## src/rtl/log_lane_scheduler.sv

```systemverilog
// log_lane_scheduler: per-lane pool of moving logs, spawned at frame gaps and retired off the right edge.
// Define LOG_LANE_RANDOM_GAP_EN for LFSR-jittered spawn gaps (GAP_MIN..GAP_MIN+15).
module log_lane_scheduler #(
    parameter int NUM_SLOTS    = 4,
    parameter int X_W          = 11,
    parameter int LOG_WIDTH    = 96,
    parameter int SCREEN_WIDTH = 320,
    parameter int LOG_SPEED    = 4,
    parameter int GAP_MIN      = 32,
    localparam int SW          = NUM_SLOTS > 1 ? $clog2(NUM_SLOTS) : 1
) (
    input  logic                     clk,
    input  logic                     reset,
    input  logic                     enable,
    input  logic                     frame_tick,
    output logic [NUM_SLOTS-1:0]     slot_valid,
    output logic [NUM_SLOTS*X_W-1:0] slot_x,
    output logic                     spawn_pulse,
    output logic [SW-1:0]            spawn_slot,
    output logic                     stall
);
    localparam int GW = $clog2(GAP_MIN + 16) + 1;
    localparam logic signed [X_W-1:0] X_START = X_W'(-LOG_WIDTH);
    localparam logic signed [X_W-1:0] X_END   = X_W'(SCREEN_WIDTH);
    typedef enum logic [1:0] {IDLE, COUNT, PENDING} state_t;
    state_t                 state;
    logic [GW-1:0]          gap_cnt, gap;
    logic [NUM_SLOTS-1:0]   live;
    logic [NUM_SLOTS*X_W-1:0] adv;
    logic [SW-1:0]          free_idx;
    logic                   tick, due, spawn;
    assign tick = enable && frame_tick;
    always_comb begin
        adv  = '0;
        live = '0;
        for (int i = 0; i < NUM_SLOTS; i++) begin
            adv[i*X_W +: X_W] = slot_x[i*X_W +: X_W] + X_W'(LOG_SPEED);
            live[i] = slot_valid[i] && ($signed(adv[i*X_W +: X_W]) < X_END);
        end
    end
    // Slots retired on this tick already count as free, so retire and respawn can coincide.
    always_comb begin
        free_idx = '0;
        for (int i = NUM_SLOTS - 1; i >= 0; i--)
            if (!live[i]) free_idx = SW'(i);
    end
    assign due   = (state != COUNT) || (gap_cnt == '0);
    assign spawn = due && !(&live);
`ifdef LOG_LANE_RANDOM_GAP_EN
    logic [7:0] lfsr;
    assign gap = GW'(GAP_MIN) + GW'(lfsr[3:0]);
    always_ff @(posedge clk)
        if (reset)
            lfsr <= 8'hA5;
        else if (tick)
            lfsr <= {lfsr[6:0], lfsr[7] ^ lfsr[5] ^ lfsr[4] ^ lfsr[3]};
`else
    assign gap = GW'(GAP_MIN);
`endif
    always_ff @(posedge clk) begin
        if (reset) begin
            slot_valid  <= '0;
            slot_x      <= {NUM_SLOTS{X_START}};
            spawn_pulse <= 1'b0;
            spawn_slot  <= '0;
            stall       <= 1'b0;
            state       <= IDLE;
            gap_cnt     <= '0;
        end else begin
            spawn_pulse <= 1'b0;
            if (tick) begin
                for (int i = 0; i < NUM_SLOTS; i++)
                    if (slot_valid[i]) slot_x[i*X_W +: X_W] <= adv[i*X_W +: X_W];
                slot_valid <= live;
                if (spawn) begin
                    slot_valid[free_idx]             <= 1'b1;
                    slot_x[free_idx*X_W +: X_W]      <= X_START;
                    spawn_pulse                      <= 1'b1;
                    spawn_slot                       <= free_idx;
                    gap_cnt                          <= gap - 1'b1;
                    state                            <= COUNT;
                    stall                            <= 1'b0;
                end else if (due) begin
                    state <= PENDING;
                    stall <= 1'b1;
                end else begin
                    gap_cnt <= gap_cnt - 1'b1;
                end
            end
        end
    end
endmodule

```

## config.mk

```make
export PLATFORM = sky130hd
export DESIGN_NAME = log_lane_scheduler
export DESIGN_NICKNAME = d
export VERILOG_FILES = /design/src/rtl/log_lane_scheduler.sv
export SDC_FILE = /design/constraint.sdc
export NUM_CORES = 1
export LEC_CHECK = 0
export BUFFER_PORTS_ARGS = -buffer_cell sky130_fd_sc_hd__buf_2
export CAP_MARGIN = 20
export CELL_PAD_IN_SITES_DETAIL_PLACEMENT = 1
export CELL_PAD_IN_SITES_GLOBAL_PLACEMENT = 2
export CORE_AREA = 2 2 97 99
export CTS_CLUSTER_SIZE = 10
export DETAILED_ROUTE_END_ITERATION = 10
export DIE_AREA = 0 0 99 101
export GPL_TIMING_DRIVEN = 0
export PLACE_DENSITY_LB_ADDON = 0.1
export SLEW_MARGIN = 30
export SYNTH_ARGS = -nofsm -noshare
export SYNTH_HDL_FRONTEND = slang
export SYNTH_SLANG_ARGS = --single-unit
export TNS_END_PERCENT = 100
```

## constraint.sdc

```tcl
create_clock -name clk -period 3.6 [get_ports clk]
set_clock_uncertainty 0.15 [all_clocks]
set_input_delay 0.9 -clock clk [delete_from_list [all_inputs] [get_ports clk]]
set_output_delay 0.9 -clock clk [all_outputs]
set_load 0.01 [all_outputs]
```

After elaboration in Yosys (flattened, before gate mapping)
Index checks and enable logic that the tools add are counted.

operators by class
  div/mod/pow operators = 0
  magnitude comparators = 6
  reduce and logical (&&, ||, !) cells = 16
  multiply operators = 1
  shift operators = 2
  $add $sub $neg = 6
  eq/ne operators = 2
  multiplexer cells = 28
  bitwise gates (word level) = 2

operators with widths
  kind                                                               count
  two-way mux 11 bit                                                 12
  adder 11 x 3 -> 11 bit, second input constant                      4
  bitwise mux 44 bit                                                 1
  < comparator 11 x 10 -> 1 bit, second input constant               4
  two-way mux 44 bit                                                 1
  variable shift 11 x 34 -> 44 bit, first input constant             1
  indexed part select 11 x 34 -> 44 bit, first input constant        1
  negation 6 -> 34 bit                                               1
  two-way mux 7 bit                                                  2
  two-way mux 2 bit                                                  6
  logical AND 1 bit                                                  7
  zero test 7 bit                                                    1
  subtractor 7 x 1 -> 7 bit, second input constant                   1
  multiplier 2 x 4 -> 6 bit, second input constant                   1
  AND reduction 2 bit                                                3
  two-way mux 1 bit                                                  4
  two-way mux 4 bit                                                  1
  != test 2 x 1 -> 1 bit, second input constant                      2
  OR 4 bit                                                           1
  AND reduction 4 bit                                                1
  < comparator 2 x 3 -> 1 bit, second input constant                 1
  demux 1 bit (select 2 bit)                                         1
  greater-or-equal comparator 2 x 1 -> 1 bit, second input constant  1
  nonzero test 2 bit                                                 1
  other kinds (4)                                                    4

storage, ports and cells
  bits of input ports = 4
  word-level logic and storage cells = 70
  memories = 0
  memory bits (read-only) = 0
  register bits after elaboration = 61
  latch bits = 0
  memory bits (writable) = 0
  output and inout port bits = 52

Logic depth before layout (Yosys ltp)
Gate-level depths: netlist of run 1.

  word-level depth = 13
  mapped depth = 10
  depth with buffers taken out = 9

Worst setup path after synthesis of run 1
OpenSTA, ideal clock, no wires.

  kind = register -> register
  from = reg slot_x[24]
  to = reg gap_cnt[4]
  slack = 817 ps
  path buffers = 0
  cell stages (with the launch flop) = 9
  data required time = 3376 ps
  data arrival time = 2559 ps
  library setup time = 74 ps
  clock period less this slack = 2783 ps
  path through = dfxtp_1 -> ha_1 -> nand4_2 -> or4b_1 -> o211a_1 -> or2_4 -> and4_4 -> or4b_1 -> a31oi_1

on the way
  cells in the longest elaborated chain, start to end = 8
  elaborated cells between the ends (all ways) = 9
  classes of those cells = add/sub (1); order compare (1); eq/ne (1); mux (1); reduce/logical (5)

ends and longest elaborated chain
  what                                     line  source
  from (decl)                              17    output logic [NUM_SLOTS*X_W-1:0] slot_x,
  from (signal assigned)                   63    slot_x <= {NUM_SLOTS{X_START}};
  from (signal, indexed assignment)        73    if (slot_valid[i]) slot_x[i*X_W +: X_W] <= adv[i*X_W +: X_W];
  adder 11 x 3 -> 11 bit *                 37    adv[i*X_W +: X_W] = slot_x[i*X_W +: X_W] + X_W'(LOG_SPEED);
  < comparator 11 x 10 -> 1 bit *          38    live[i] = slot_valid[i] && ($signed(adv[i*X_W +: X_W]) < X_END);
  logical AND 1 bit *                      38
  AND reduction 4 bit *                    48    assign spawn = due && !(&live);
  zero test 1 bit *                        48
  logical AND 1 bit *                      48
  != test 2 x 1 -> 1 bit (no source line)  --
  AND reduction 2 bit (no source line)     --
  to (signal assigned)                     80    gap_cnt <= gap - 1'b1;
  to (signal assigned)                     87    gap_cnt <= gap_cnt - 1'b1;
  to (decl)                                27    logic [GW-1:0] gap_cnt, gap;

Mark *: on every way between the ends. The rest lies on a longest branch, timed or not.
A chain may end at the register's enable or synchronous reset.

Final worst setup path of run 1
  from = reg slot_x[24]
  to = reg gap_cnt[2]

The elaborated chain is that of the path after synthesis.

==> results.md, run 1 <==
* Drt total wl at 7.48 mm
* Cell row count at 35
* Share of the synthesized area in the top cell type at 37.3%
* Synth area leader: dfxtp_1
* Tot Pwr at 1.04 mW
* Leakage at 1.27 nW
* Die extent in x at 99 microns
* Main synth FF type: dfxtp_1
* Vias in the first global route at 2541
* Finished Core Util at 36.5%
* Asr flop ratio synth at 0%
* Delay of the slowest critical-path stage at 0.55 ns
* Final hold viol count at 0
* Syn Std Cell Area at 2790 sq um
* Vias/cell at 5.06
* Final min period at 2.99 ns
* Top delay family on crit path: simple AND/OR/NAND/NOR gates
* Tightest Pin Transition at 0.636 ns
* Run status: finished, final reports clean
* Req. time, crit path at 3.70 ns
* Final HPWL DP at 5.57 mm
* Latest clock arrival within the worst-skew pair at 0.31 ns
* Fin Hold WS at 0.335 ns
* 1st-pass router iterations at 4
* Worst VDD drop at 0.000135 V
* Tightest Hold Check Type: flip-flop to flip-flop
* Mux cell area share after synthesis at 0%
* Max cap viols at 0
* Antenna Cells at 0
* EDFF count, synth at 0
* CTS Buf Count at 5
* CP endpoint kind: flip-flop
* Die ar. at 10000 sq um
* Post-CTS resize count at 0
* CTS max path bufs at 2
* Gr ovfl total at 0
* WL/cell at 14.4 microns
* Slowest CP cell: or4b_1
* Initial antenna violation count at 0
* # IOs at 56
* Layout overhead on the synthesized area at 17.4%
* Most common cell in the synthesized netlist: nand2_1
* Startpoint types: flip-flop
* Final net count at 420
* TNS Setup at 0 ns
* Fin crit share at 83.0%
* Core ar. at 8980 sq um
* RSZ-0062 raised after global routing: no
* Register bit total from synthesis at 52
* CTS Hold Bufs at 0
* Dpl cell area at 3190 sq um
* Post-Synth Adder-Cell Area at 2.69%
* Post-synth top cells: nand2_1, dfxtp_1, nor2_1
* Initial Util at 31.1%
* Finished Cell Area at 3270 sq um
* Clock root buffer: clkbuf_8
* Simple-gate share of the synthesized area at 27.3%
* Critical path cell sequence: ha_1 -> nand4_2 -> or4b_1 -> o211a_1 -> or2_4 -> and4_4 -> buf_4 -> or3_1 -> a31oi_1
* Largest net degree at the start of global routing at 15
* Chip height at 101 microns
* Netlist cell types at 52
* Buf+Inv Stages, Crit Path at 1
* CTS tree: yes
* Critical Path Fanout Max at 10
* Layout cells sized above 1 at 17.8%
* CTS Sinks at 52
* Postcts setup bufs at 0
* Slew headroom at 57.5%
* Setup CP Type: flip-flop to flip-flop
* Gp weighted congestion at 0.796
* First-pass GRT wire length at 12.5 mm
* Port bufs at 47
* Slew Viols, Final at 0
* CTS clk-pin slew, worst paths at 0.10 ns
* Post-detailed-route DRC marker count at 0
* XOR/XNOR Fraction of Synth Area at 10.7%
* Post-Synthesis Cells at 349
* Power density cells at 317 nW/um^2
* Main combinational cell family by area after synthesis: simple AND/OR/NAND/NOR gates
* Final setup vio count at 0
* CTS H-tree depth at 2
* DRT antenna net count at 0
* Compound-Gate Fraction of Synth Area at 16.7%
* Top cells by area, synth: dfxtp_1, nand2_1, xor2_1
* Synth Area per Inst at 7.99 sq um
* Ys Warns at 0
* Max Fclk at 0.335 GHz
* Initial DRC Count at 67
* Sequential area share after synthesis at 37.3%
* Via count at 2635
* Critical Path AT at 3.08 ns
* GR Util All Layers at 15.4%
-- layout by cell type, fill, tap and decap left out, types with 3 or more instances in the layout --
master / count
nand3_1: 21
dfxtp_1: 52
o21ai_0: 11
a31oi_1: 9
or4_1: 5
buf_2: 48
nor3_1: 8
xnor2_1: 14
ha_1: 6
and3_1: 4
buf_4: 9
o31ai_1: 4
clkbuf_8: 5
inv_1: 8
xor2_1: 20
a21oi_1: 19
or3_1: 5
conb_1: 8
clkbuf_1: 11
nand2_1: 53
a31o_2: 4
nand4_1: 6
or4b_1: 3
and2_1: 4
a211oi_1: 3
nor2_1: 38
-- tightest hold or removal path, stage by stage (launching register included) --
cell	delay, ns
dfxtp_1	0.34
nand2_1	0.06
a21oi_1	0.05
-- worst paths after layout --
path,depth (start not counted),slack [ns],endpoint,from
worst max-delay path,9,0.61,gap_cnt[2],slot_x[24]
worst min-delay path,2,0.34,state[0],state[0]
worst max register to register,9,0.61,gap_cnt[2],slot_x[24]
worst min register to register,2,0.34,state[0],state[0]
-- cell families after synthesis --
logic type	Yosys count
and+or+nand+nor	158
AOI/OAI and AO/OA	69
DFF	52
xor gates and xnor gates	34
buffers and inverters	29
adders and majority gates	6
other	1
-- state kept, by name (all words and copies together) (netlist names) --
register     flops
gap_cnt          7
spawn_pulse      1
slot_x          36
state            1
spawn_slot       2
slot_valid       4
stall            1
-- cell type report --
cell class,count,area [sq um]
sequential,52,1040
clock buffer,6,72.6
clock inverter,1,5.00
timing repair buffer,47,235
fill,1147,5700
tap,111,139
inverter,8,30.0
multi-input combinational,275,1640
buffer,21,114
-- metal layers --
metal | routed length [microns] | track usage (%) | share of wire [%]
met4 | 75 | 3.48 | 1.0
met1 | 3790 | 21.5 | 51
met3 | 221 | 2.50 | 3.0
met5 | 0 | 0 | 0
met2 | 3400 | 24.9 | 45
-- metrics by stage --
stage | std cells | setup slack [ns]
2_1_floorplan | 356 | 0.817
3_3_place_gp | 514 | 0.514
3_5_place_dp | 514 | 0.557
4_1_cts | 521 | 0.515
5_1_grt | 521 | 0.459
6_report | 521 | 0.613
-- power by group --
part	switching (mW)	internal [mW]	total [mW]
clock network	0.201	0.133	0.335
registers	0.0121	0.588	0.600
logic	0.0652	0.0374	0.103
total	0.279	0.758	1.04
Power figures use the tool's default switching activity.
==> run 2, diff against run 1 <==
Settings changed: CORE_AREA 2 2 97 99 to 2 2 103 105, DIE_AREA 0 0 99 101 to 0 0 105 107.
Clock period 3.6 ns to 2.6 ns, I/O delays scaled along.
==> results.md, run 2 (synthesis gave the netlist of run 1 again) <==
* Most frequent cells in the layout: nand2_1, buf_2, nor2_1, dfxtp_1, buf_4
* Commonest non-fill, non-tap cell in the layout: nand2_1
* First-pass GRT wire length at 13.7 mm (+9.5%)
* Final setup vio count at 1 (+1)
* Met1 WL at 4.20 mm (+11%)
* Violated checks: negative setup slack
* Leakage at 1.35 nW (+6.2%)
* Slew headroom at 60.1% (+2.6 points)
* Cell row count at 37 (+5.7%)
* Largest register FFs at 36 (unchanged)
* Finished Cell Area at 3580 sq um (+9.3%)
* Metal3 WL at 235 microns (+6.3%)
* Placed insts at 539 (+4.9%)
* Antenna Cells at 0 (unchanged)
* Pre-CTS setup slack at -0.369 ns (-0.926 ns)
* Post-detailed-route DRC marker count at 0 (unchanged)
* Core ar. at 10100 sq um (+12%)
* Initial antenna violation count at 0 (unchanged)
* Max cap viols at 0 (unchanged)
* Non-filler instance count after layout at 556 (+6.7%)
* Req. time, crit path at 2.68 ns (-1.02 ns)
* Worst setup margin at -0.00311 ns (-0.616 ns)
* Via count at 2692 (+2.2%)
* Clock root buffer: clkbuf_8
* Cell internal pwr at 1.10 mW (+45%)
* DRT antenna net count at 0 (unchanged)
* CP endpoint kind: flip-flop
* Clock Power Share at 32.9% (+0.6 points)
* Tightest Pin Transition at 0.598 ns (-0.0383 ns)
* CTS H-tree depth at 2 (unchanged)
* Final net count at 429 (+2.1%)
* WL/cell at 14.8 microns (+2.9%)
* Drt total wl at 8.22 mm (+9.9%)
* TNS Setup at -0.00311 ns (-0.00311 ns)
* Fin crit share at 100% (+17 points)
* Largest register by flop count: slot_x
* Layout cells sized above 1 at 29.0% (+11 points)
* 1st-pass router iterations at 4 (unchanged)
* Final HPWL DP at 5.88 mm (+5.5%)
* GR Util All Layers at 14.9% (-0.50 points)
* CTS max path bufs at 2 (unchanged)
* Gr ovfl total at 0 (unchanged)
* Slew Viols, Final at 0 (unchanged)
* Sw Ratio at 26.3% (-0.56 points)
* Critical Path Fanout Max at 4 (-6)
* Setup CP Type: flip-flop to flip-flop
* Critical Path AT at 2.69 ns (-0.39 ns)
* Final min period at 2.60 ns (-0.384 ns)
* Wire length on met2 at 3.74 mm (+10%)
* Port bufs at 47 (unchanged)
* Max Fclk at 0.384 GHz (+15%)
* Worst VDD drop at 0.000206 V (+52%)
* Vias/cell at 4.84 (-4.3%)
* # IOs at 56 (unchanged)
* CTS Sinks at 52 (unchanged)
* Startpoint types: flip-flop
* Part of the power in registers at 55.8% (-2.0 points)
* Run status: complete, but fails checks
* Registers with the most flip-flops: slot_x: 36 flops, gap_cnt: 7 flops, slot_valid: 4 flops
* Gp weighted congestion at 0.743 (-6.7%)
* Psw at 0.392 mW (+41%)
* Gate power share at 11.3% (+1.4 points)
* Tightest Hold Check Type: flip-flop to flip-flop
* Largest net degree at the start of global routing at 15 (unchanged)
* Die extent in x at 105 microns (+6.1%)
* RSZ-0062 raised after global routing: yes
* Final hold viol count at 0 (unchanged)
* DR top layer: met4
* Initial Util at 27.6% (-3.4 points)
* Layout overhead on the synthesized area at 28.3%
* Dpl cell area at 3260 sq um (+2.1%)
* CTS tree: yes
* Die ar. at 11200 sq um (+12%)
* Latest clock arrival within the worst-skew pair at 0.30 ns (about the same)
* CTS clk-pin slew, worst paths at 0.10 ns (about the same)
* CTS Buf Count at 5 (unchanged)
* Power density cells at 416 nW/um^2 (+31%)
* Chip height at 107 microns (+5.9%)
* Initial DRC Count at 79 (+18%)
* CTS Hold Bufs at 0 (unchanged)
* Vias in the first global route at 2752 (+8.3%)
-- run 2: cell count changes in the layout (fill, tap and decap cells not counted), sizes merged --
cell    delta
buf       +13
clkbuf     -2
clkinv     -1
-- run 2: final timing paths --
| kind | start | to | slack, ns | depth (start not counted) |
|---|---|---|---|---|
| worst max register to register | slot_x[24] | gap_cnt[4] | -0.003 | 8 |
| worst min-delay path | stall | stall | 0.32 | 2 |
| worst max-delay path | slot_x[24] | gap_cnt[4] | -0.003 | 8 |
| worst min register to register | stall | stall | 0.32 | 2 |
-- run 2: per-layer routing --
metal  track usage (%)  vias to the layer above
met4              2.86                        0
met2              24.6                       39
met5                 0                        -
li1                  -                     1362
met3              2.80                        2
met1              20.3                     1289
-- run 2: layout make-up --
| cell class | count | area [sq um] |
|---|---|---|
| fill | 1277 | 6520 |
| tap | 136 | 170 |
| sequential | 52 | 1060 |
| clock buffer | 8 | 90.1 |
| inverter | 8 | 30.0 |
| timing repair buffer | 60 | 333 |
| buffer | 17 | 106 |
| multi-input combinational | 275 | 1780 |
-- run 2: critical path, cell delays in order (launching register included) --
cell	delay, ns
dfxtp_4	0.37
ha_4	0.15
nand4_4	0.08
or4b_4	0.53
o211a_1	0.17
or2_4	0.24
and4_4	0.20
or4b_1	0.50
a31oi_1	0.13
-- run 2: timing repair --
item | in CTS | in global routing
pin swaps | 9 | 11
resized for setup | 20 | 21
setup buffers | 11 | 2
setup endpoints to repair | 49 | 41
-- run 2: metrics by stage --
step	utilization, %	power, mW	hold slack, ns
2_1_floorplan	-	0.942	0.287
3_3_place_gp	32.2	0.989	0.298
3_5_place_dp	32.3	0.993	0.317
4_1_cts	34.6	1.50	0.331
5_1_grt	35.4	1.57	0.362
6_report	35.4	1.49	0.323
-- run 2: power by group through the flow --
stage	logic, mW	clock network (mW)	registers (mW)
final	0.168	0.489	0.831
after global placement	0.143	0	0.846
after CTS	0.158	0.515	0.830
after floorplan	0.0966	0	0.845
after global routing	0.187	0.545	0.835
after detailed placement	0.146	0	0.847
==> run 3, diff against run 2 <==
Settings changed: PLACE_DENSITY set to 0.72, PLACE_DENSITY_LB_ADDON 0.1 to not set.
==> results.md, run 3 (synthesis gave the netlist of run 1 again) <==
* Final hold viol count at 0 (unchanged)
* Power density cells at 400 nW/um^2 (-4.0%)
* CTS clk-pin slew, worst paths at 0.10 ns (about the same)
* Tightest Pin Transition at 0.605 ns (+0.00704 ns)
* DRT antenna net count at 0 (unchanged)
* Initial DRC Count at 76 (-3.8%)
* Slew Viols, Final at 0 (unchanged)
* Cell internal pwr at 1.06 mW (-3.5%)
* Run status: complete, but fails checks
* CTS Buf Count at 5 (unchanged)
* Clock Power Share at 30.8% (-2.1 points)
* # IOs at 56 (unchanged)
* Gr ovfl total at 0 (unchanged)
* Via count at 2729 (+1.4%)
* Fin crit share at 100% (+0.16 points)
* Layout cells sized above 1 at 30.0% (+0.93 points)
* Cell row count at 37 (unchanged)
* FF-to-FF setup slack at -0.007 ns (about the same)
* R2r endpoint: gap_cnt[4]
* Top delay family on crit path: simple AND/OR/NAND/NOR gates
* Buf+Inv Stages, Crit Path at 0 (unchanged)
* Layout overhead on the synthesized area at 29.1%
* Leakage at 1.35 nW (-0.49%)
* Startpoint types: flip-flop
* Violated checks: negative setup slack
* # fillers at 1260 (-1.3%)
* Psw at 0.380 mW (-3.0%)
* GR Util All Layers at 14.5% (-0.33 points)
* CP endpoint kind: flip-flop
* Final net count at 428 (-0.23%)
* Vias in the first global route at 2721 (-1.1%)
* Die extent in x at 105 microns (unchanged)
* Gate power share at 11.4% (about the same)
* Critical Path Fanout Max at 5 (+1)
* Antenna Cells at 0 (unchanged)
* Gp weighted congestion at 0.743 (about the same)
* Chip height at 107 microns (unchanged)
* Latest clock arrival within the worst-skew pair at 0.31 ns (about the same)
* Largest register FFs at 36 (unchanged)
* Pre-CTS setup slack at -0.411 ns (-0.0421 ns)
* Largest net degree at the start of global routing at 15 (unchanged)
* First-pass GRT wire length at 13.4 mm (-2.3%)
* Max cap viols at 0 (unchanged)
* CP startpoint: slot_x[24]
* Vias/cell at 4.93 (+1.9%)
* CTS Hold Bufs at 0 (unchanged)
* Tot Pwr at 1.44 mW (-3.4%)
* Setup crit end: gap_cnt[4]
* FF-to-FF Start: slot_x[24]
* Post-detailed-route DRC marker count at 0 (unchanged)
* 1st-pass router iterations at 4 (unchanged)
* Registers with the most flip-flops: slot_x: 36 flops, gap_cnt: 7 flops, slot_valid: 4 flops
* Critical path cell sequence: ha_4 -> nand4_4 -> or4b_4 -> o211a_1 -> or2_4 -> and4_4 -> or4b_1 -> a31oi_1
* Final setup vio count at 1 (unchanged)
* RSZ-0062 raised after global routing: yes
* Sw Ratio at 26.4% (+0.11 points)
* Slew headroom at 59.7% (-0.47 points)
* Req. time, crit path at 2.68 ns (about the same)
* Initial Util at 27.6% (unchanged)
* WL/cell at 14.3 microns (-3.3%)
* Tightest Hold Check Type: flip-flop to flip-flop
* Delay of the slowest critical-path stage at 0.53 ns (about the same)
* Part of the power in registers at 57.8% (+2.0 points)
* TNS Setup at -0.00716 ns (-0.00404 ns)
* Die ar. at 11200 sq um (unchanged)
* Most frequent cells in the layout: nand2_1, buf_2, nor2_1, dfxtp_1, xor2_1
* CTS Sinks at 52 (unchanged)
* Largest register by flop count: slot_x
* CTS H-tree depth at 2 (unchanged)
* CTS max path bufs at 2 (unchanged)
* Core ar. at 10100 sq um (unchanged)
* Clock root buffer: clkbuf_8
* Commonest non-fill, non-tap cell in the layout: nand2_1
* Initial antenna violation count at 0 (unchanged)
* Setup CP Type: flip-flop to flip-flop
* Critical Path AT at 2.69 ns (about the same)
* Final min period at 2.61 ns (+0.00404 ns)
* Worst VDD drop at 0.000216 V (+4.7%)
* CTS tree: yes
* Fin Hold WS at 0.344 ns (+0.0213 ns)
* Drt total wl at 7.90 mm (-3.9%)
* R2R depth at 8 (unchanged)
* Final HPWL DP at 5.67 mm (-3.5%)
* Max Fclk at 0.384 GHz (-0.16%)
* Port bufs at 47 (unchanged)
* Slowest CP cell: or4b_4
* Critical path depth at 8 (unchanged)
* Worst setup margin at -0.00716 ns (-0.00404 ns)
[run 3: cell types whose count changed in the layout (fill, tap and decap cells not counted), sizes merged]
cell and delta:
buf -2, clkbuf -1
[run 3: repair_timing]
item | in CTS | in global routing
hold endpoints to repair | 0 | 0
cloned | 0 | 1
resized for setup | 19 | 29
buffers inserted | 7 | 4
pin swaps | 7 | 14
endpoints found under the setup margin | 51 | 42
[run 3: area by class of cell]
| cell class | instances | area, sq um | share of cell area [%] |
|---|---|---|---|
| clock buffer | 6 | 72.6 | 2.02 |
| timing repair buffer | 59 | 347 | 9.63 |
| inverter | 8 | 30.0 | 0.834 |
| sequential | 52 | 1070 | 29.6 |
| multi-input combinational | 275 | 1800 | 50.1 |
| buffer | 17 | 110 | 3.06 |
| tap | 136 | 170 | 4.73 |
[run 3: worst min path at each step]
stage,from,endpoint,slack [ns],depth (start not counted)
final,stall,stall,0.34,2
after global routing,stall,stall,0.37,2
after CTS,stall,stall,0.34,2
after detailed placement,state[0],state[0],0.31,2
after global placement,state[0],state[0],0.30,2
after floorplan,state[0],state[0],0.29,2
[run 3: power by group through the flow]
stage	sequential, mW	combinational (mW)	clock (mW)
after floorplan	0.845	0.0966	0
after global placement	0.846	0.139	0
after detailed placement	0.846	0.142	0
after CTS	0.830	0.151	0.473
after global routing	0.835	0.184	0.499
final	0.831	0.164	0.443
[run 3: metrics by stage]
| step | util, % | cell area (sq um) | std cells |
|---|---|---|---|
| after floorplan | - | 2840 | 356 |
| after global placement | 32.2 | 3250 | 539 |
| after detailed placement | 32.2 | 3250 | 539 |
| after CTS | 34.1 | 3450 | 551 |
| after global routing | 35.7 | 3600 | 553 |
| final | 35.7 | 3600 | 553 |
[run 3: routing by layer]
layer / track usage [%] / share of wire (%) / up-vias
met3: 2.74 / 3.3 / 5
li1: - / - / 1365
met5: 0 / 0 / -
met4: 3.71 / 1.2 / 0
met2: 24.3 / 46 / 43
met1: 19.4 / 49 / 1316
[run 3: worst reg2reg max path, stage by stage, from the launching register on]
cell	delay, ns
dfxtp_4	0.37
ha_4	0.14
nand4_4	0.08
or4b_4	0.53
o211a_1	0.17
or2_4	0.26
and4_4	0.18
or4b_1	0.52
a31oi_1	0.13
